[config.mk]
export PLATFORM = sky130hd
export DESIGN_NAME = ccd_pixel_capture
export DESIGN_NICKNAME = d
export VERILOG_FILES = /design/src/rtl/ccd_pixel_capture.sv
export SDC_FILE = /design/constraint.sdc
export NUM_CORES = 1
export LEC_CHECK = 0
export ABC_AREA = 1
export CAP_MARGIN = 20
export CORE_ASPECT_RATIO = 0.8
export CORE_MARGIN = 1
export CORE_UTILIZATION = 50
export CTS_BUF_LIST = sky130_fd_sc_hd__clkbuf_4
export DETAILED_ROUTE_END_ITERATION = 8
export MAX_ROUTING_LAYER = met4
export PLACE_DENSITY_LB_ADDON = 0.3
export SYNTH_ARGS = -nofsm -noshare
export SYNTH_HDL_FRONTEND = slang
export SYNTH_SLANG_ARGS = --single-unit
export TNS_END_PERCENT = 10
[constraint.sdc]
create_clock -name sys_clk -period 3.4 [get_ports sys_clk]
set_input_delay 0.34 -clock sys_clk [delete_from_list [all_inputs] [get_ports sys_clk]]
set_output_delay 0.34 -clock sys_clk [all_outputs]
set_load 0.005 [all_outputs]
[src/rtl/ccd_pixel_capture.sv]
// CCD pixel capture: times ADC sampling from the driver's pclk/os_tvalid,
// drops leading dummy pixels, subtracts a black level with floor clamp and
// streams active pixels through a small output FIFO.
module ccd_pixel_capture #(
    parameter int DATA_W     = 12,
    parameter int LEAD_DUMMY = 32,
    parameter int ACTIVE_PIX = 2048,
    parameter int SAMPLE_DLY = 6,
    parameter int FIFO_DEPTH = 4
) (
    input  logic              sys_clk,
    input  logic              rst_n,
    input  logic              pclk,
    input  logic              os_tvalid,
    input  logic [DATA_W-1:0] adc_data,
    input  logic [DATA_W-1:0] black_level,
    output logic [DATA_W-1:0] m_tdata,
    output logic              m_tvalid,
    input  logic              m_tready,
    output logic              m_tuser,
    output logic              m_tlast,
    output logic [15:0]       line_cnt,
    input  logic              err_clr,
    output logic              ovf_err,
    output logic              short_err
);

    localparam int PIX_W = $clog2(LEAD_DUMMY + 1);
    localparam int ACT_W = (ACTIVE_PIX > 1) ? $clog2(ACTIVE_PIX) : 1;
    localparam int DLY_W = 4;
    localparam int PTR_W = (FIFO_DEPTH > 1) ? $clog2(FIFO_DEPTH) : 1;
    localparam int CNT_W = PTR_W + 1;
    localparam int WORD_W = DATA_W + 2;

    typedef enum logic [1:0] {
        S_IDLE,
        S_DUMMY,
        S_ACTIVE,
        S_TAIL
    } state_t;

    state_t             state, state_nxt;
    logic               pclk_d, os_tvalid_d;
    logic               fall, tv_rise, samp;
    logic [DLY_W-1:0]   dly_cnt;
    logic [PIX_W-1:0]   pix_idx, pix_nxt, pix_inc;
    logic [ACT_W-1:0]   act_idx, act_nxt;
    logic               push_nxt, user_nxt, last_nxt, line_inc, short_set;

    logic               pipe_valid, pipe_user, pipe_last;
    logic [DATA_W-1:0]  pipe_data;
    logic [DATA_W:0]    diff;

    logic [WORD_W-1:0]  mem [FIFO_DEPTH];
    logic [PTR_W-1:0]   wr_ptr, rd_ptr;
    logic [CNT_W-1:0]   count;
    logic               full, pop, wr_en, ovf_set;

    assign fall    = pclk_d & ~pclk;
    assign tv_rise = os_tvalid & ~os_tvalid_d;
    assign samp    = (dly_cnt == DLY_W'(1));
    assign pix_inc = pix_idx + 1'b1;
    assign diff    = {1'b0, adc_data} - {1'b0, black_level};

    // Edge-detect history and the pclk-fall-to-sample delay timer.
    always_ff @(posedge sys_clk or negedge rst_n) begin
        if (!rst_n) begin
            pclk_d      <= 1'b0;
            os_tvalid_d <= 1'b0;
            dly_cnt     <= '0;
        end else begin
            pclk_d      <= pclk;
            os_tvalid_d <= os_tvalid;
            if (fall && os_tvalid)
                dly_cnt <= DLY_W'(SAMPLE_DLY);
            else if (dly_cnt != '0)
                dly_cnt <= dly_cnt - 1'b1;
        end
    end

    // Line state and pixel index registers.
    always_ff @(posedge sys_clk or negedge rst_n) begin
        if (!rst_n) begin
            state   <= S_IDLE;
            pix_idx <= '0;
            act_idx <= '0;
        end else begin
            state   <= state_nxt;
            pix_idx <= pix_nxt;
            act_idx <= act_nxt;
        end
    end

    // Next-state: a new line start or a dropped os_tvalid overrides sampling.
    always_comb begin
        state_nxt = state;
        pix_nxt   = pix_idx;
        act_nxt   = act_idx;
        push_nxt  = 1'b0;
        user_nxt  = 1'b0;
        last_nxt  = 1'b0;
        line_inc  = 1'b0;
        short_set = 1'b0;
        if (tv_rise) begin
            state_nxt = S_DUMMY;
            pix_nxt   = '0;
            short_set = (state == S_DUMMY) || (state == S_ACTIVE);
        end else if (state != S_IDLE && !os_tvalid) begin
            state_nxt = S_IDLE;
            short_set = (state == S_DUMMY) || (state == S_ACTIVE);
        end else begin
            case (state)
                S_DUMMY: begin
                    if (samp) begin
                        pix_nxt = pix_inc;
                        if (pix_inc == PIX_W'(LEAD_DUMMY)) begin
                            state_nxt = S_ACTIVE;
                            act_nxt   = '0;
                        end
                    end
                end
                S_ACTIVE: begin
                    if (samp) begin
                        push_nxt = 1'b1;
                        user_nxt = (act_idx == '0);
                        if (act_idx == ACT_W'(ACTIVE_PIX - 1)) begin
                            last_nxt  = 1'b1;
                            line_inc  = 1'b1;
                            state_nxt = S_TAIL;
                        end else begin
                            act_nxt = act_idx + 1'b1;
                        end
                    end
                end
                default: ;
            endcase
        end
    end

    // Registered black-level subtract; a borrow out means negative, clamp to 0.
    always_ff @(posedge sys_clk or negedge rst_n) begin
        if (!rst_n) begin
            pipe_valid <= 1'b0;
            pipe_user  <= 1'b0;
            pipe_last  <= 1'b0;
            pipe_data  <= '0;
        end else begin
            pipe_valid <= push_nxt;
            if (push_nxt) begin
                pipe_user <= user_nxt;
                pipe_last <= last_nxt;
                pipe_data <= diff[DATA_W] ? '0 : diff[DATA_W-1:0];
            end
        end
    end

    assign m_tvalid = (count != '0);
    assign full     = (count == CNT_W'(FIFO_DEPTH));
    assign pop      = m_tvalid & m_tready;
    assign wr_en    = pipe_valid & (~full | pop);
    assign ovf_set  = pipe_valid & full & ~pop;
    assign {m_tuser, m_tlast, m_tdata} = mem[rd_ptr];

    // Output FIFO storage and pointers; a pop frees the slot for a same-cycle push.
    always_ff @(posedge sys_clk or negedge rst_n) begin
        if (!rst_n) begin
            for (int unsigned i = 0; i < FIFO_DEPTH; i++)
                mem[i] <= '0;
            wr_ptr <= '0;
            rd_ptr <= '0;
            count  <= '0;
        end else begin
            if (wr_en) begin
                mem[wr_ptr] <= {pipe_user, pipe_last, pipe_data};
                wr_ptr      <= wr_ptr + 1'b1;
            end
            if (pop)
                rd_ptr <= rd_ptr + 1'b1;
            case ({wr_en, pop})
                2'b10:   count <= count + 1'b1;
                2'b01:   count <= count - 1'b1;
                default: ;
            endcase
        end
    end

    // Line counter and sticky error flags; a same-cycle set beats err_clr.
    always_ff @(posedge sys_clk or negedge rst_n) begin
        if (!rst_n) begin
            line_cnt  <= '0;
            ovf_err   <= 1'b0;
            short_err <= 1'b0;
        end else begin
            if (line_inc)
                line_cnt <= line_cnt + 16'd1;
            if (err_clr) begin
                ovf_err   <= 1'b0;
                short_err <= 1'b0;
            end
            if (ovf_set)
                ovf_err <= 1'b1;
            if (short_set)
                short_err <= 1'b1;
        end
    end

endmodule

======== Word level (Yosys, flattened, before mapping) ========
Cells that the tools add are included.
Widths: inputs -> output; s select.
cells by class
  add/sub/neg operators ................... 9
  $lt $le $gt $ge ......................... 3
  eq/ne operators ......................... 17
  multiplexer cells ....................... 44
  bitwise operators ....................... 15
  reduce and logical (&&, ||, !) cells .... 20
operators by type and width
  kind                   number
  $bwmux 56              1
  $mux 11                4
  $mux 14                3
  $bmux 14 s2            1
  $demux 14 s2           1
  $mux 6                 4
  $pmux 11 s2            1
  $mux 1                 18
  $add 16x1->16 const B  1
  $reduce_bool 2->1      8
  $sub 12x12->13         1
  $mux 12                1
  $mux 2                 6
  $add 11x1->11 const B  1
  $eq 11x11->1 const B   1
  $logic_not 11->1       1
  $mux 4                 2
  $ne 2x2->1 const B     4
  $ne 4x2->1 const B     2
  $ne 4x3->1 const B     2
  $reduce_bool 4->1      2
  $reduce_and 7->1       1
  $add 6x1->6 const B    1
  $and 1x1->1            6
  23 further kinds       35
storage, ports and cells
  bits in registers ....................... 121
  bits of input ports ..................... 30
  output and inout port bits .............. 33
  word-level logic and storage cells ...... 128

======== Depth between registers and ports, before layout ========
  depth in word-level cells ............... 7
  gate-level depth with buffers ........... 12
  mapped depth without buffers ............ 12

======== Least setup slack after synthesis ========
Ideal clock, no wire load.
  kind .................................... register to register
  start ................................... reg count[1]
  end ..................................... reg count[2]
  library setup time ...................... 131 ps
  data arrival time ....................... 1764 ps
  required time ........................... 3269 ps
  path slack .............................. 1505 ps
  cell stages (with the launch flop) ...... 10
  buffers on the path ..................... 0
  clock period less this slack ............ 1895 ps
  cells stage by stage .................... dfrtp_1 > nor2_2 > nand3_1 > nand2_4 > ha_1 > inv_1 > fa_1 > a21oi_1 > o21ai_0 > xor2_1
on the way
  cells in the longest elaborated chain, start to end .. 6
  elaborated cells on any way between the ends .. 12
  classes of those cells .................. 2 x add/sub; 3 x eq/ne; 1 x mux; 4 x bitwise; 2 x reduce/logical
RTL lines
  element                                          RTL line  RTL
  start: declaration                               56        logic [CNT_W-1:0] count;
  start signal: assignment                         180       2'b10: count <= count + 1'b1;
  start signal: assignment                         181       2'b01: count <= count - 1'b1;
  $reduce_bool 3->1 or $eq 3x3->1 (tied branches)  157, 158
  $and 1x1->1 or $not 1->1 (tied branches)         159, 160
  $or 1x1->1                                       160       assign wr_en = pipe_valid & (~full | pop);
  $and 1x1->1                                      160
  $eq 2x1->1 or $eq 2x2->1 (tied branches)         179       case ({wr_en, pop})
  $pmux 3 s2 or $reduce_bool 2->1 (tied branches)  n/a
Parallel ways exist; a longest one is shown, timed or not.
A chain may end at the register's enable or synchronous reset.

======== Final worst setup path ========
  start ................................... reg rd_ptr[1]
  end ..................................... out m_tdata[4]
on the way
  cells in the longest elaborated chain, start to end .. 4
RTL lines
  element                                     RTL line  RTL
  start: declaration                          55        logic [PTR_W-1:0] wr_ptr, rd_ptr;
  start signal: assignment                    178       rd_ptr <= rd_ptr + 1'b1;
  $not 2->3 (implied by the code)             162       assign {m_tuser, m_tlast, m_tdata} = mem[rd_ptr];
  $bmux 14 s2                                 162
  $mux 14 (implied by the code) (2 in a row)  162
  end: declaration                            17        output logic [DATA_W-1:0] m_tdata,
No other way between the ends. The select of a mux whose other input is x is not followed.

==> impl_results.md <==
* Crit Path Max Fanout at 15
* Final Setup Violations at 0
* Clk_skew at 0.02481 ns
* RSZ-0062 raised after global routing: false
* CP arrival at 2.44 ns
* First-pass GRT wire length at ~25 mm
* Final HPWL DP at just over 10 mm
* Starting density of the core at 0.5214
* DRC viols at 0
* Cell area after synthesis at 6807 um^2
* Pin count of the biggest net entering global routing at between 40 and 50
* Max Fclk at ~360 MHz
* Critical path's top delay family: buffers and inverters
* DRT Wirelength at about 14 mm
* Place WS at approximately 1.1 ns
* Initial antenna violation count at 1
* Largest cells by area after synthesis: dfrtp_1 (44%), nand2_1 (10%), mux2_2 (9.3%), ha_1 (5.0%), inv_1 (4.8%)
* Worst vdd ir at 384.1 uV
* Sw Pwr at 0.001573 W
* DR iter-0 viols at about 410
* Crit start category: flip-flop
* Mean routed wirelength per cell at between 10 and 15 um
* CTS sink cnt at 121
* Required time worst endpoint at 3.06 ns
* EDFF count, synth at 0
* Drt pass-1 iters at 4
* Via density at slightly above 5
* Seq pwr share at 0.417
* Int Power at 0.002892 W
* CTS root buf: clkbuf_4
* Fraction of registers with async set/reset at 1.000
* Num rows at 37
* Layout Utilization at 0.6049
* Endpoint class of the critical path: output port
* Most instantiated cells after synthesis: nand2_1 (190), dfrtp_1 (121), inv_1 (87)
* Via count at about 5400
* Antenna Nets Post-Route at 0
* Clk slew on worst S/H paths at about 0.11 ns
* Worst-margin pin slew at 0.6120 ns
* Post-CTS Hold Buffers at 1
* Most numerous cell in the Yosys netlist: nand2_1
* Slowest stage delay, CP at 0.58 ns
* Avg Inst Size Synth at roughly 8.6 um^2
* Top cell type's share of synthesized area at 0.4449
* P per Cell Area at approximately 570 nW/um^2
* Switching Fraction at 0.3524
* Congestion Overflow GR at 0
* CTS tree: done
* Largest area contributor in the netlist: dfrtp_1
* Status: finished clean
* Max Slew Vio Count at 0
* Sequential share of the synthesized area at 0.4449
* Number of global-route vias before repair at about 5200
* Clock Path Buffers at 2
* Max Cap Violations at 0
* Finished Layout Cells at ~1000
* Worst setup margin at roughly 0.62 ns
* Crit path buf inv count at 2
* Slowest CP cell: dfrtp_1
* Post-layout net count at 921
* Ports at 63
* Hold Path Class: input pin to flip-flop
* Yosys warning total at 0
* Mapped Cells at around 800
* Dpl cells at 1017
* Setup tns final at 0 ns
* Critical-path cell list: inv_1 > o21ai_0 > o22ai_1 > clkdlybuf4s50_1
* Count of input and output buffers at between 60 and 70
* Critical Setup Path Class: flip-flop to output port
* Die X at between 100 and 150 um
* Share of layout cells above drive strength 1 at 0.1397
* Total CTS buffers at 17
* Hold WS at 0.2677 ns
* Pleak at about 3.9 nW
* Yosys cell types at 39
* Slew Limit Headroom at 0.5920
* Final Hold Vio Count at 0
* Core area at 13060 um^2
* Clk pwr share at 0.248
* Syn-to-layout area delta at 16.01%
* Seq cells post-synth at between 100 and 150
* Post-Syn Nets at 850
* Main synth FF type: dfrtp_1
* RePlAce Congestion at 0.8714
* Clk Latency, worst-skew pair at 0.54 ns
* Die Y at 106.4 um
* Fin crit share at 0.8165
* Period minus WS final at approximately 2.8 ns
* Combinational share of power at 0.335
* Post-CTS sizing at 0
* Htree depth at 4
* Full die area at around 14000 um^2
* Total GRT Usage at 0.2335
* Post-CTS setup buffer count at 0
==> metal layers <==
layer  routed length [um]  up-vias  GRT usage
li1                     -     2731          -
met1                 7650     2562     0.3352
met2                 5850      113     0.3289
met3                  637       17    0.04626
met4                  192        0    0.07882
met5                    0        -          -
==> cell families (layout without fill, tap and decap cells) <==
| group | Yosys count | after routing | share of synthesized area |
|---|---|---|---|
| AO/OA/AOI/OAI | 81 | 81 | 0.06415 |
| buffers and inverters | 109 | 191 | 0.06581 |
| XOR/XNOR | 23 | 23 | 0.02960 |
| other | 0 | 1 | 0 |
| multiplexers | 56 | 56 | 0.09265 |
| AND/OR/NAND/NOR | 372 | 372 | 0.2474 |
| flip-flops | 121 | 121 | 0.4449 |
| adder cells (fa/ha/maj) | 29 | 29 | 0.05551 |
==> per-stage QoR <==
stage	instance area [um^2]	total power (W)
after CTS	7894	0.004500
after global placement	7586	0.003350
final	7896	0.004465
after floorplan	6807	0.002783
after detailed placement	7586	0.003386
after global routing	7896	0.004792
==> cells in the final DEF (no fill, tap or decap), types with 8 or more instances in the layout <==
| cell | synthesis | final |
|---|---|---|
| o21ai_0 | 48 | 48 |
| xor2_1 | 13 | 13 |
| nand3_1 | 61 | 61 |
| nor2_1 | 69 | 69 |
| xnor2_1 | 10 | 10 |
| inv_1 | 87 | 87 |
| nand4_1 | 10 | 10 |
| a21oi_1 | 12 | 12 |
| clkbuf_4 | 0 | 19 |
| clkdlybuf4s50_1 | 0 | 61 |
| nand2_1 | 190 | 190 |
| o22ai_1 | 15 | 15 |
| ha_1 | 27 | 27 |
| nor3_1 | 8 | 8 |
| dfrtp_1 | 121 | 121 |
| mux2_2 | 56 | 56 |
==> registers in the layout, summed over array words and instances (netlist names), 2 cells and up <==
register / count
state: 2
rd_ptr: 2
line_cnt: 16
count: 3
dly_cnt: 4
wr_ptr: 2
pix_idx: 6
mem: 56
act_idx: 11
pipe_data: 12
==> worst register-to-register path: stages (launching register included) <==
cell and delay [ns]:
dfrtp_1 0.43, inv_1 0.11, ha_1 0.35, inv_1 0.30
nand2_1 0.17, nand3_1 0.10, a21oi_2 0.11, buf_4 0.20
nand2_1 0.27, nand2_1 0.15, nand2_1 0.05
==> power by group through the flow <==
stage	combinational [W]	sequential, W	clock, W
6_report	0.00150	0.00186	0.00111
5_1_grt	0.00170	0.00189	0.00120
4_1_cts	0.00151	0.00186	0.00114
3_5_place_dp	0.00150	0.00189	0
3_3_place_gp	0.00147	0.00188	0
2_1_floorplan	0.000986	0.00180	0
==> cell type report <==
type / count / area, um^2
fillers: 1181 / 5159
multi-input cells: 561 / 3331
flip-flops and latches: 121 / 3028
repair buffers: 69 / 673.1
inverters: 92 / 345.3
well taps: 175 / 219.0
clock inverters: 11 / 155.1
clock buffers: 19 / 142.6
diodes: 1 / 2.502
==> final timing paths <==
check | cells past startpoint | endpoint | from | slack [ns]
min reg2reg | 1 | mem[23]$_DFFE_PN0P_ | mem[23]$_DFFE_PN0P_ | 0.51
min | 1 | pclk_d$_DFF_PN0_ | pclk | 0.27
max | 4 | m_tdata[4] | rd_ptr[1]$_DFFE_PN0P_ | 0.62
min in group asynchronous | 2 | line_cnt[1]$_DFFE_PN0P_ | rst_n | 0.34
max in group asynchronous | 3 | pipe_data[9]$_DFFE_PN0P_ | rst_n | 2.21
max reg2reg | 10 | act_idx[10]$_DFFE_PN0P_ | state[0]$_DFFE_PN0P_ | 1.05
(Power assumes the default switching activity.)
